### src/rtl/raytracer_pixel_engine.sv
// Sequenced per-pixel ray engine: nearest-sphere search, diffuse shading over all lights, RGB out.
// Optional RT_HIT_INFO_EN adds hit_valid/hit_idx/hit_t outputs alongside rgb.
module raytracer_pixel_engine #(
    parameter int DATA_W        = 12,
    parameter int FRAC_W        = 4,
    parameter int COLOR_W       = 8,
    parameter int SPHERE_COUNT  = 4,
    parameter int LIGHT_COUNT   = 2,
    parameter int IMG_W         = 640,
    parameter int IMG_H         = 480,
    parameter int FOCAL         = 256,
    parameter int AMBIENT_SHIFT = 3,
    parameter int BG_R          = 0,
    parameter int BG_G          = 0,
    parameter int BG_B          = 32,
    localparam int SIW = (SPHERE_COUNT > 1) ? $clog2(SPHERE_COUNT) : 1,
    localparam int LIW = (LIGHT_COUNT > 1) ? $clog2(LIGHT_COUNT) : 1
) (
    input  logic                      clk,
    input  logic                      rst,
    input  logic                      px_valid,
    output logic                      px_ready,
    input  logic [9:0]                pixel_x,
    input  logic [9:0]                pixel_y,
    output logic signed [DATA_W-1:0]  ray_dx,
    output logic signed [DATA_W-1:0]  ray_dy,
    output logic signed [DATA_W-1:0]  ray_dz,
    output logic [SIW-1:0]            sph_idx,
    input  logic signed [DATA_W-1:0]  sph_cx,
    input  logic signed [DATA_W-1:0]  sph_cy,
    input  logic signed [DATA_W-1:0]  sph_cz,
    input  logic [COLOR_W-1:0]        sph_r,
    input  logic [COLOR_W-1:0]        sph_g,
    input  logic [COLOR_W-1:0]        sph_b,
    input  logic                      isect_hit,
    input  logic signed [DATA_W-1:0]  isect_t,
    output logic [LIW-1:0]            light_idx,
    input  logic signed [DATA_W-1:0]  light_x,
    input  logic signed [DATA_W-1:0]  light_y,
    input  logic signed [DATA_W-1:0]  light_z,
    input  logic [COLOR_W-1:0]        light_r,
    input  logic [COLOR_W-1:0]        light_g,
    input  logic [COLOR_W-1:0]        light_b,
    input  logic signed [DATA_W-1:0]  light_int,
    output logic                      out_valid,
    input  logic                      out_ready,
    output logic [COLOR_W-1:0]        rgb_r,
    output logic [COLOR_W-1:0]        rgb_g,
    output logic [COLOR_W-1:0]        rgb_b
`ifdef RT_HIT_INFO_EN
    ,
    output logic                      hit_valid,
    output logic [SIW-1:0]            hit_idx,
    output logic signed [DATA_W-1:0]  hit_t
`endif
);
    localparam int XW = 2*DATA_W + 4;
    localparam int AW = COLOR_W + 2;
    localparam logic signed [XW-1:0] SMAX  = (XW'(1) <<< (DATA_W-1)) - XW'(1);
    localparam logic signed [XW-1:0] SMIN  = -SMAX - XW'(1);
    localparam logic signed [XW-1:0] F_ONE = XW'(1) <<< FRAC_W;

    typedef enum logic [2:0] {S_IDLE, S_SPHERE, S_HITPT, S_LIGHT, S_OUT} state_t;
    state_t r_state, w_next;

    logic signed [DATA_W-1:0] r_dx, r_dy, r_dz, r_best_t, r_cx, r_cy, r_cz;
    logic signed [DATA_W-1:0] r_hx, r_hy, r_hz, r_nx, r_ny, r_nz;
    logic [SIW-1:0]           r_sph_idx;
    logic [LIW-1:0]           r_light_idx;
    logic                     r_best_vld;
    logic [COLOR_W-1:0]       r_obj_r, r_obj_g, r_obj_b, r_rgb_r, r_rgb_g, r_rgb_b;
    logic [AW-1:0]            r_acc_r, r_acc_g, r_acc_b;
`ifdef RT_HIT_INFO_EN
    logic [SIW-1:0]           r_best_idx, r_hit_idx;
    logic                     r_hit_valid;
    logic signed [DATA_W-1:0] r_hit_t;
`endif

    function automatic logic signed [DATA_W-1:0] sat(input logic signed [XW-1:0] v);
        if (v > SMAX) return SMAX[DATA_W-1:0];
        if (v < SMIN) return SMIN[DATA_W-1:0];
        return v[DATA_W-1:0];
    endfunction

    // ((obj*lightc) >> COLOR_W) scaled by f, a Q.FRAC_W factor in [0,1]
    function automatic logic [COLOR_W:0] shade(input logic [COLOR_W-1:0] o,
                                               input logic [COLOR_W-1:0] c,
                                               input logic [FRAC_W:0] f);
        logic [2*COLOR_W-1:0]      p;
        logic [COLOR_W+FRAC_W:0]   q;
        p = {{COLOR_W{1'b0}}, o} * {{COLOR_W{1'b0}}, c};
        p = p >> COLOR_W;
        q = {{(FRAC_W+1){1'b0}}, p[COLOR_W-1:0]} * {{COLOR_W{1'b0}}, f};
        q = q >> FRAC_W;
        return q[COLOR_W:0];
    endfunction

    function automatic logic [AW-1:0] acc_add(input logic [AW-1:0] a, input logic [COLOR_W:0] b);
        logic [AW:0] s;
        s = {1'b0, a} + {2'b00, b};
        return s[AW] ? {AW{1'b1}} : s[AW-1:0];
    endfunction

    function automatic logic [COLOR_W-1:0] clamp_out(input logic [AW-1:0] a);
        return (|a[AW-1:COLOR_W]) ? {COLOR_W{1'b1}} : a[COLOR_W-1:0];
    endfunction

    logic                     w_cand, w_take, w_sph_last, w_light_last, w_any_hit;
    logic signed [DATA_W-1:0] w_rdx, w_rdy, w_hx, w_hy, w_hz, w_nx, w_ny, w_nz;
    logic signed [DATA_W-1:0] w_lx, w_ly, w_lz, w_ndl;
    logic signed [XW-1:0]     w_dot, w_fi;
    logic [FRAC_W:0]          w_f;
    logic [AW-1:0]            w_acc_r, w_acc_g, w_acc_b;

    assign w_cand       = isect_hit && !isect_t[DATA_W-1] && (isect_t != '0);
    assign w_take       = w_cand && (!r_best_vld || (isect_t < r_best_t));
    assign w_sph_last   = (r_sph_idx == SIW'(SPHERE_COUNT-1));
    assign w_light_last = (r_light_idx == LIW'(LIGHT_COUNT-1));
    assign w_any_hit    = r_best_vld || w_cand;

    assign w_rdx = sat(XW'(signed'({1'b0, pixel_x})) - XW'(IMG_W/2));
    assign w_rdy = sat(XW'(IMG_H/2) - XW'(signed'({1'b0, pixel_y})));

    assign w_hx = sat((XW'(r_best_t) * XW'(r_dx)) >>> FRAC_W);
    assign w_hy = sat((XW'(r_best_t) * XW'(r_dy)) >>> FRAC_W);
    assign w_hz = sat((XW'(r_best_t) * XW'(r_dz)) >>> FRAC_W);
    assign w_nx = sat(XW'(w_hx) - XW'(r_cx));
    assign w_ny = sat(XW'(w_hy) - XW'(r_cy));
    assign w_nz = sat(XW'(w_hz) - XW'(r_cz));

    assign w_lx  = sat(XW'(light_x) - XW'(r_hx));
    assign w_ly  = sat(XW'(light_y) - XW'(r_hy));
    assign w_lz  = sat(XW'(light_z) - XW'(r_hz));
    assign w_dot = XW'(r_nx) * XW'(w_lx) + XW'(r_ny) * XW'(w_ly) + XW'(r_nz) * XW'(w_lz);
    assign w_ndl = sat(w_dot >>> FRAC_W);
    assign w_fi  = (XW'(w_ndl) * XW'(light_int)) >>> FRAC_W;

    always_comb begin
        w_f = '0;
        if (w_fi[XW-1] || (w_fi == '0)) w_f = '0;
        else if (w_fi >= F_ONE)         w_f = F_ONE[FRAC_W:0];
        else                            w_f = w_fi[FRAC_W:0];
    end

    assign w_acc_r = acc_add(r_acc_r, shade(r_obj_r, light_r, w_f));
    assign w_acc_g = acc_add(r_acc_g, shade(r_obj_g, light_g, w_f));
    assign w_acc_b = acc_add(r_acc_b, shade(r_obj_b, light_b, w_f));

    always_ff @(posedge clk or posedge rst) begin
        if (rst) r_state <= S_IDLE;
        else     r_state <= w_next;
    end

    always_comb begin
        w_next = r_state;
        case (r_state)
            S_IDLE:   if (px_valid)    w_next = S_SPHERE;
            S_SPHERE: if (w_sph_last)  w_next = w_any_hit ? S_HITPT : S_OUT;
            S_HITPT:                   w_next = S_LIGHT;
            S_LIGHT:  if (w_light_last) w_next = S_OUT;
            S_OUT:    if (out_ready)   w_next = S_IDLE;
            default:                   w_next = S_IDLE;
        endcase
    end

    always_ff @(posedge clk or posedge rst) begin
        if (rst) begin
            r_dx <= '0; r_dy <= '0; r_dz <= '0;
            r_sph_idx <= '0; r_light_idx <= '0;
            r_best_vld <= 1'b0; r_best_t <= '0;
            r_cx <= '0; r_cy <= '0; r_cz <= '0;
            r_hx <= '0; r_hy <= '0; r_hz <= '0;
            r_nx <= '0; r_ny <= '0; r_nz <= '0;
            r_obj_r <= '0; r_obj_g <= '0; r_obj_b <= '0;
            r_acc_r <= '0; r_acc_g <= '0; r_acc_b <= '0;
            r_rgb_r <= '0; r_rgb_g <= '0; r_rgb_b <= '0;
`ifdef RT_HIT_INFO_EN
            r_best_idx <= '0; r_hit_idx <= '0; r_hit_valid <= 1'b0; r_hit_t <= '0;
`endif
        end else begin
            case (r_state)
                S_IDLE: if (px_valid) begin
                    r_dx <= w_rdx; r_dy <= w_rdy; r_dz <= sat(XW'(FOCAL));
                    r_sph_idx <= '0; r_light_idx <= '0; r_best_vld <= 1'b0;
                end
                S_SPHERE: begin
                    if (w_take) begin
                        r_best_vld <= 1'b1; r_best_t <= isect_t;
                        r_cx <= sph_cx; r_cy <= sph_cy; r_cz <= sph_cz;
                        r_obj_r <= sph_r; r_obj_g <= sph_g; r_obj_b <= sph_b;
`ifdef RT_HIT_INFO_EN
                        r_best_idx <= r_sph_idx;
`endif
                    end
                    r_sph_idx <= w_sph_last ? '0 : r_sph_idx + SIW'(1);
                    if (w_sph_last && !w_any_hit) begin
                        r_rgb_r <= COLOR_W'(BG_R); r_rgb_g <= COLOR_W'(BG_G); r_rgb_b <= COLOR_W'(BG_B);
`ifdef RT_HIT_INFO_EN
                        r_hit_valid <= 1'b0; r_hit_idx <= '0; r_hit_t <= '0;
`endif
                    end
                end
                S_HITPT: begin
                    r_hx <= w_hx; r_hy <= w_hy; r_hz <= w_hz;
                    r_nx <= w_nx; r_ny <= w_ny; r_nz <= w_nz;
                    r_acc_r <= AW'(r_obj_r >> AMBIENT_SHIFT);
                    r_acc_g <= AW'(r_obj_g >> AMBIENT_SHIFT);
                    r_acc_b <= AW'(r_obj_b >> AMBIENT_SHIFT);
                end
                S_LIGHT: begin
                    r_acc_r <= w_acc_r; r_acc_g <= w_acc_g; r_acc_b <= w_acc_b;
                    r_light_idx <= w_light_last ? '0 : r_light_idx + LIW'(1);
                    if (w_light_last) begin
                        r_rgb_r <= clamp_out(w_acc_r);
                        r_rgb_g <= clamp_out(w_acc_g);
                        r_rgb_b <= clamp_out(w_acc_b);
`ifdef RT_HIT_INFO_EN
                        r_hit_valid <= 1'b1; r_hit_idx <= r_best_idx; r_hit_t <= r_best_t;
`endif
                    end
                end
                default: ;
            endcase
        end
    end

    assign px_ready  = (r_state == S_IDLE);
    assign out_valid = (r_state == S_OUT);
    assign ray_dx = r_dx;
    assign ray_dy = r_dy;
    assign ray_dz = r_dz;
    assign sph_idx   = r_sph_idx;
    assign light_idx = r_light_idx;
    assign rgb_r = r_rgb_r;
    assign rgb_g = r_rgb_g;
    assign rgb_b = r_rgb_b;
`ifdef RT_HIT_INFO_EN
    assign hit_valid = r_hit_valid;
    assign hit_idx   = r_hit_idx;
    assign hit_t     = r_hit_t;
`endif
endmodule
### config.mk
export PLATFORM = sky130hd
export DESIGN_NAME = raytracer_pixel_engine
export DESIGN_NICKNAME = d
export VERILOG_FILES = /design/src/rtl/raytracer_pixel_engine.sv
export SDC_FILE = /design/constraint.sdc
export NUM_CORES = 2
export LEC_CHECK = 0
export BUFFER_PORTS_ARGS = -buffer_cell sky130_fd_sc_hd__clkbuf_2
export CAP_MARGIN = 40
export CORE_MARGIN = 10
export CORE_UTILIZATION = 50
export DETAILED_ROUTE_END_ITERATION = 12
export HOLD_SLACK_MARGIN = 0.15
export PLACE_DENSITY = 0.71
export SYNTH_ARGS = -nofsm -noshare
export SYNTH_HDL_FRONTEND = slang
export SYNTH_SLANG_ARGS = --single-unit
export TNS_END_PERCENT = 50
### constraint.sdc
create_clock -name clk -period 32.9 [get_ports clk]
set_input_delay 3.29 -clock clk [delete_from_list [all_inputs] [get_ports clk]]
set_output_delay 3.29 -clock clk [all_outputs]
set_load 0.05 [all_outputs]
---- After elaboration in Yosys (flattened, before gate mapping) ----
Index checks and enable logic that the tools add are counted.
word-level totals
  register bits ........................... 230
  bits in latches ......................... 0
  RAM bits ................................ 0
  ROM bits ................................ 0
  input bits .............................. 169
  output and inout bits ................... 65
  logic and storage cells ................. 235
  memories ................................ 0
operators by class
  add/sub/neg operators ................... 15
  $mul .................................... 13
  divide/modulo/power cells ............... 0
  magnitude comparators ................... 26
  equal/unequal tests ..................... 11
  shift operators ......................... 0
  mux-type cells .......................... 117
  bitwise logic cells ..................... 0
  reductions and logical operators ........ 27
operator list
  cell                  count
  $mux 12               48
  $mul 12x12->24        6
  $gt 13x12->1 const B  6
  $lt 13x12->1 const B  6
  $sub 12x12->13        6
  $mux 8                8
  $pmux 10 s2           3
  $mul 8x8->16          3
  $pmux 8 s2            3
  $gt 20x12->1 const B  2
  $lt 20x12->1 const B  2
  $mul 8x5->13          3
  $mux 1                39
  $add 10x9->11         3
  $mux 10               3
  $logic_not 28->1      1
  $add 25x24->26        1
  $add 24x24->25        1
  $gt 11x12->1 const B  2
  $lt 11x12->1 const B  2
  $gt 22x12->1 const B  1
  $lt 22x12->1 const B  1
  $ge 20x6->1 const B   1
  $gt 18x12->1 const B  1
  29 further kinds      57

---- Longest topological paths before layout ----
  depth in word-level cells ............... 25
  depth in mapped cells ................... 99
  mapped depth without buffers ............ 92

---- Worst setup path after synthesis ----
No wires, ideal clock.
  path kind ............................... input to register
  start ................................... in light_y[0]
  end ..................................... reg r_rgb_g[0] (netlist: rgb_g[0])
  library setup time ...................... 0.126 ns
  data arrival time ....................... 23.351 ns
  data required time ...................... 32.774 ns
  path slack .............................. 9.422 ns
  stages on the path ...................... 86
  path buffers ............................ 7
  path through ............................ inv_1 -> ha_1 -> fa_1 -> nor2b_1 -> o21ai_0 -> a21boi_0 -> o21ai_0 -> a21boi_0 -> o21ai_0 -> a21oi_1 -> o21ai_0 -> a31oi_1 -> and2_1 -> clkbuf_1 -> a21o_1 -> clkbuf_1 -> nand2_1 -> fa_1 -> (+50 left out) -> a221oi_1 -> o21a_1 -> inv_1 -> a21oi_1 -> xnor2_1 -> ha_1 -> inv_1 -> nor2_1 -> nor2_1 -> o21bai_1 -> a21oi_1 -> o21bai_1 -> a21oi_1 -> nor2b_1 -> o21a_1 -> nor2_1 -> a21oi_1 -> a221o_1
between the ends
  longest elaborated chain between the ends .. 25
  elaborated cells on any way between the ends .. 33
  classes of those cells .................. add/sub (4); mul (3); order compare (5); mux (18); reduce/logical (3)
RTL lines
  element                 line  source
  start: declaration      39    input logic signed [DATA_W-1:0] light_y,
  $sub 12x12->13 (*)      132   assign w_ly = sat(XW'(light_y) - XW'(r_hy));
  $lt 13x12->1            81    if (v < SMIN) return SMIN[DATA_W-1:0];
  $mux 1 (2 in series)    81
  $mux 12                 82    return v[DATA_W-1:0];
  $mux 12 (*)             81
  $mul 12x12->24 (*)      134   assign w_dot = XW'(r_nx) * XW'(w_lx) + XW'(r_ny) * XW'(w_ly) + XW'(r_nz) * XW'(w_lz);
  $add 24x24->25 (*)      134
  $add 25x24->26 (*)      134
  (+8 left out)           n/a
  $mux 5 (*)              140   if (w_fi[XW-1] || (w_fi == '0)) w_f = '0;
  $mul 8x5->13 (*)        93    q = {{(FRAC_W+1){1'b0}}, p[COLOR_W-1:0]} * {{COLOR_W{1'b0}}, f};
  $add 10x9->11 (*)       100   s = {1'b0, a} + {2'b00, b};
  $mux 10 (*)             101   return s[AW] ? {AW{1'b1}} : s[AW-1:0];
  $reduce_or 2->1         105   return (|a[AW-1:COLOR_W]) ? {COLOR_W{1'b1}} : a[COLOR_W-1:0];
  $mux 8 (*)              105
  $mux 8 (*)              213   if (w_light_last) begin
  $pmux 8 s2 (*)          181   case (r_state)
  end signal: assignment  197   r_rgb_r <= COLOR_W'(BG_R); r_rgb_g <= COLOR_W'(BG_G); r_rgb_b <= COLOR_W'(BG_B);
  end signal: assignment  215   r_rgb_g <= clamp_out(w_acc_g);
  end: declaration        71    logic [COLOR_W-1:0] r_obj_r, r_obj_g, r_obj_b, r_rgb_r, r_rgb_g, r_rgb_b;
Mark *: on every way between the ends. The rest lies on a longest branch, timed or not. The select of a mux whose other input is x is not followed.
A chain may end at the register's enable or synchronous reset.

---- Worst setup path after layout ----
  start ................................... in light_z[0]
  end ..................................... reg r_rgb_g[3] (netlist: rgb_g[3])
between the ends
  longest elaborated chain between the ends .. 24
  elaborated cells on any way between the ends .. 32
  classes of those cells .................. add/sub (3); mul (3); order compare (5); mux (18); reduce/logical (3)
RTL lines
  element               line  source
  start: declaration    40    input logic signed [DATA_W-1:0] light_z,
  $sub 12x12->13 (*)    133   assign w_lz = sat(XW'(light_z) - XW'(r_hz));
  $lt 13x12->1          81
  $mux 1 (2 in series)  81
  $mux 12               82
  $mux 12 (*)           81
  $mul 12x12->24 (*)    134
  $add 25x24->26 (*)    134
  $lt 22x12->1          81
  (+7 left out)         n/a
  $mux 5 (*)            140
  $mul 8x5->13 (*)      93
  $add 10x9->11 (*)     100
  $mux 10 (*)           101
  $reduce_or 2->1       105
  $mux 8 (*)            105
  $mux 8 (*)            213
  $pmux 8 s2 (*)        181
Marks and branches as above.

==> impl_metrics.env <==
export IMPL_drv_cap=0
export IMPL_avgSynthCellArea_sq_um=8.92
export IMPL_grt_pass1_vias=45665
export IMPL_cp_start_kind="input port"
export IMPL_finalCriticalPeriod_ns=26.83
export IMPL_yosysWarnings=0
export IMPL_h_tree_depth=1
export IMPL_ys_types=96
export IMPL_tritoncts="done"
export IMPL_post_cts_setup_buffers=0
export IMPL_tritoncts_num_sinks=225
export IMPL_dp_slack_ns=5.47
export IMPL_synthArstFlopShare_pct=100
export IMPL_final_nets=8232
export IMPL_synth_edf_count=0
export IMPL_slew_headroom_pct=36.1
export IMPL_gp_congestion=0.949
export IMPL_finalCritPeriodShare_pct=81.5
export IMPL_slowest_stage="nor2_1"
export IMPL_ioPinCount=234
export IMPL_antenna_found_initial=2
export IMPL_cts_hold_buffers=0
export IMPL_syn_area_sq_um=56800
export IMPL_syn_to_final_growth_pct=5.80
export IMPL_cpMostUsedCell="fa_1"
export IMPL_clk_latency_ns=0.59
export IMPL_max_freq_mhz=37.3
export IMPL_grt_pass1_wl_mm=239
export IMPL_dp_hpwl_mm=123
export IMPL_arrival_ns=27.29
export IMPL_vias_per_cell=5.33
export IMPL_fp_dieW_um=357
export IMPL_portBuffers=222
export IMPL_tightest_slew_ns=0.955
export IMPL_max_stage_delay_ns=0.75
export IMPL_wl_per_cell_um=18.0
export IMPL_num_vias=42396
export IMPL_gr_total_overflow=0
export IMPL_drt_drc_violations_left=0
export IMPL_endpoint_kind="register"
export IMPL_cts_resized=0
export IMPL_dr_first_iter_drc_count=2597
export IMPL_hp_class="register to register"
export IMPL_root_buffer="clkbuf_16"
export IMPL_core_area_sq_um=113000
export IMPL_setup_ws_ns=6.07
export IMPL_crit_fanout=23
export IMPL_rsz0062_at_grt="no"
export IMPL_synthesis_instances=6373
export IMPL_yosysSeqAreaShare_pct=9.91
export IMPL_dieHeight_um=357
export IMPL_track_usage_pct=23.2
export IMPL_ys_seq_elements=225
export IMPL_cts_max_path_buffers=3
export IMPL_numCtsBuffers=26
export IMPL_fill_cells=10303
export IMPL_synth_main_ff_cell="dfrtp_1"
export IMPL_status="complete, no violations"
export IMPL_drtPass1Iterations=6
export IMPL_hold_viol=0
export IMPL_required_ns=33.36
export IMPL_clk_pin_slew_worst_paths_ns=0.06
export IMPL_grt_max_degree=99
export IMPL_crit_type="input port to register"
export IMPL_wl_mm=143
export IMPL_finalSetupViolCount=0
export IMPL_ant_nets=0
export IMPL_finalClockSkew_ns=0.0378
export IMPL_die_area_sq_um=128000
export IMPL_slew_viol_final=0
export IMPL_fin_setup_tns_ns=0
export IMPL_initial_core_util_pct=50.5
export IMPL_drive_gt1_share_pct=7.24
export IMPL_row_count=123
[cell usage after synthesis, types with 7 or more instances]
| cell | count | share of area, % |
|---|---|---|
| inv_1 | 1421 | 9.4 |
| fa_1 | 1093 | 38 |
| nand2_1 | 763 | 5.0 |
| ha_1 | 533 | 12 |
| and2_1 | 343 | 3.8 |
| nor2_1 | 325 | 2.1 |
| dfrtp_1 | 225 | 9.9 |
| o21ai_0 | 210 | 1.8 |
| clkbuf_1 | 204 | 1.3 |
| a21oi_1 | 169 | 1.5 |
| xnor2_1 | 144 | 2.2 |
| mux2_2 | 78 | 1.5 |
| nor2b_1 | 76 | 0.84 |
| nand2b_1 | 70 | 0.77 |
| xor2_1 | 69 | 1.1 |
| a21o_1 | 68 | 0.90 |
| nand3_1 | 58 | 0.51 |
| nor3_1 | 52 | 0.46 |
| or2_2 | 43 | 0.47 |
| o21a_1 | 34 | 0.45 |
| o21bai_1 | 24 | 0.32 |
| maj3_1 | 22 | 0.39 |
| nand4_1 | 21 | 0.23 |
| buf_4 | 20 | 0.26 |
| or3_1 | 20 | 0.22 |
| a211oi_1 | 16 | 0.21 |
| a221o_1 | 15 | 0.26 |
| a21boi_0 | 14 | 0.18 |
| buf_2 | 13 | 0.11 |
| a22oi_1 | 12 | 0.16 |
| a31oi_1 | 12 | 0.13 |
| o31ai_1 | 12 | 0.16 |
| a22o_1 | 11 | 0.17 |
| o211ai_1 | 11 | 0.15 |
| a211o_1 | 10 | 0.15 |
| a221oi_1 | 9 | 0.14 |
| and3_1 | 8 | 0.088 |
| o41ai_1 | 8 | 0.12 |
| nor4_1 | 7 | 0.077 |
| o21ai_2 | 7 | 0.11 |
[kinds of logic (layout without fill, tap and decap cells)]
family          count (synthesis)  count (layout)  share of synthesized area, %
xor+xnor                      213             213                          3.28
simple gates                 1824            1824                          15.2
other cells                     1              13                       0.00660
compound gates                715             715                          8.17
flops                         225             225                          9.91
mux                            84              84                          1.65
buf+inv                      1663            1733                          11.2
fa+ha+maj                    1648            1648                          50.6
[critical path: cells and delay by family]
kind | cells | cell delay (ns)
adders and majority gates | 22 | 9.86
AOI/OAI and AO/OA | 28 | 7.57
and+or+nand+nor | 19 | 4.63
buffers and inverters | 17 | 1.76
xor gates and xnor gates | 1 | 0.14
[worst paths after layout]
kind,from,slack [ns],cells after the start,end
worst max-delay path,light_z[0],6.07,87,rgb_g[3]
worst min-delay path,rgb_b[0],0.47,2,rgb_b[0]
worst max register to register,r_hz[3],8.25,84,rgb_g[3]
worst min register to register,rgb_b[0],0.47,2,rgb_b[0]
max in group asynchronous,rst,28.12,5,r_cx[2]
min in group asynchronous,rst,2.79,2,r_obj_b[6]
[through the flow]
step	hold slack, ns	utilization, %	cells	area, sq um
after floorplan	0.445	-	6383	56900
after global placement	0.452	52.5	7894	59100
after detailed placement	0.462	52.6	7907	59300
after CTS	0.477	53.4	7951	60100
after global routing	0.500	53.4	7953	60100
final	0.474	53.4	7955	60100
[metal layers]
metal	routed length (um)	vias up	share of wire [%]	track usage, %
li1	-	19567	-	-
met3	9220	194	6.5	3.24
met2	69600	1166	49	39.6
met4	3730	2	2.6	5.86
met1	60300	21467	42	30.9
met5	13	-	0.0091	0
[layout by cell type (no fill, tap or decap), drive strengths merged, types with 144 or more instances in the layout]
master,n
o21ai,224
a21oi,170
dfrtp,225
xnor2,144
ha,533
nand2,763
nor2,326
inv,1425
fa,1093
and2,344
clkbuf,257
[final cells by class]
class                      count  area (sq um)  share of cell area (%)
multi-input combinational   4495         44900                    74.7
clock buffer                  34           731                    1.22
clock inverter                10           108                   0.179
tap                         1500          1880                    3.12
sequential                   225          5630                    9.36
timing repair buffer         266          1500                    2.49
antenna                        2          5.00                 0.00832
inverter                    1423          5350                    8.90
[registers in the layout (all words and copies together), names as in the netlist, 11 cells and up]
name      cells
r_cy         12
r_nz         12
r_hy         12
r_nx         12
r_cz         12
r_ny         12
r_cx         12
ray_dx       11
r_hx         12
ray_dy       11
r_best_t     12
Power is not shown: default switching activity piles up to over one toggle a cycle in this logic, so the estimate is an artifact.
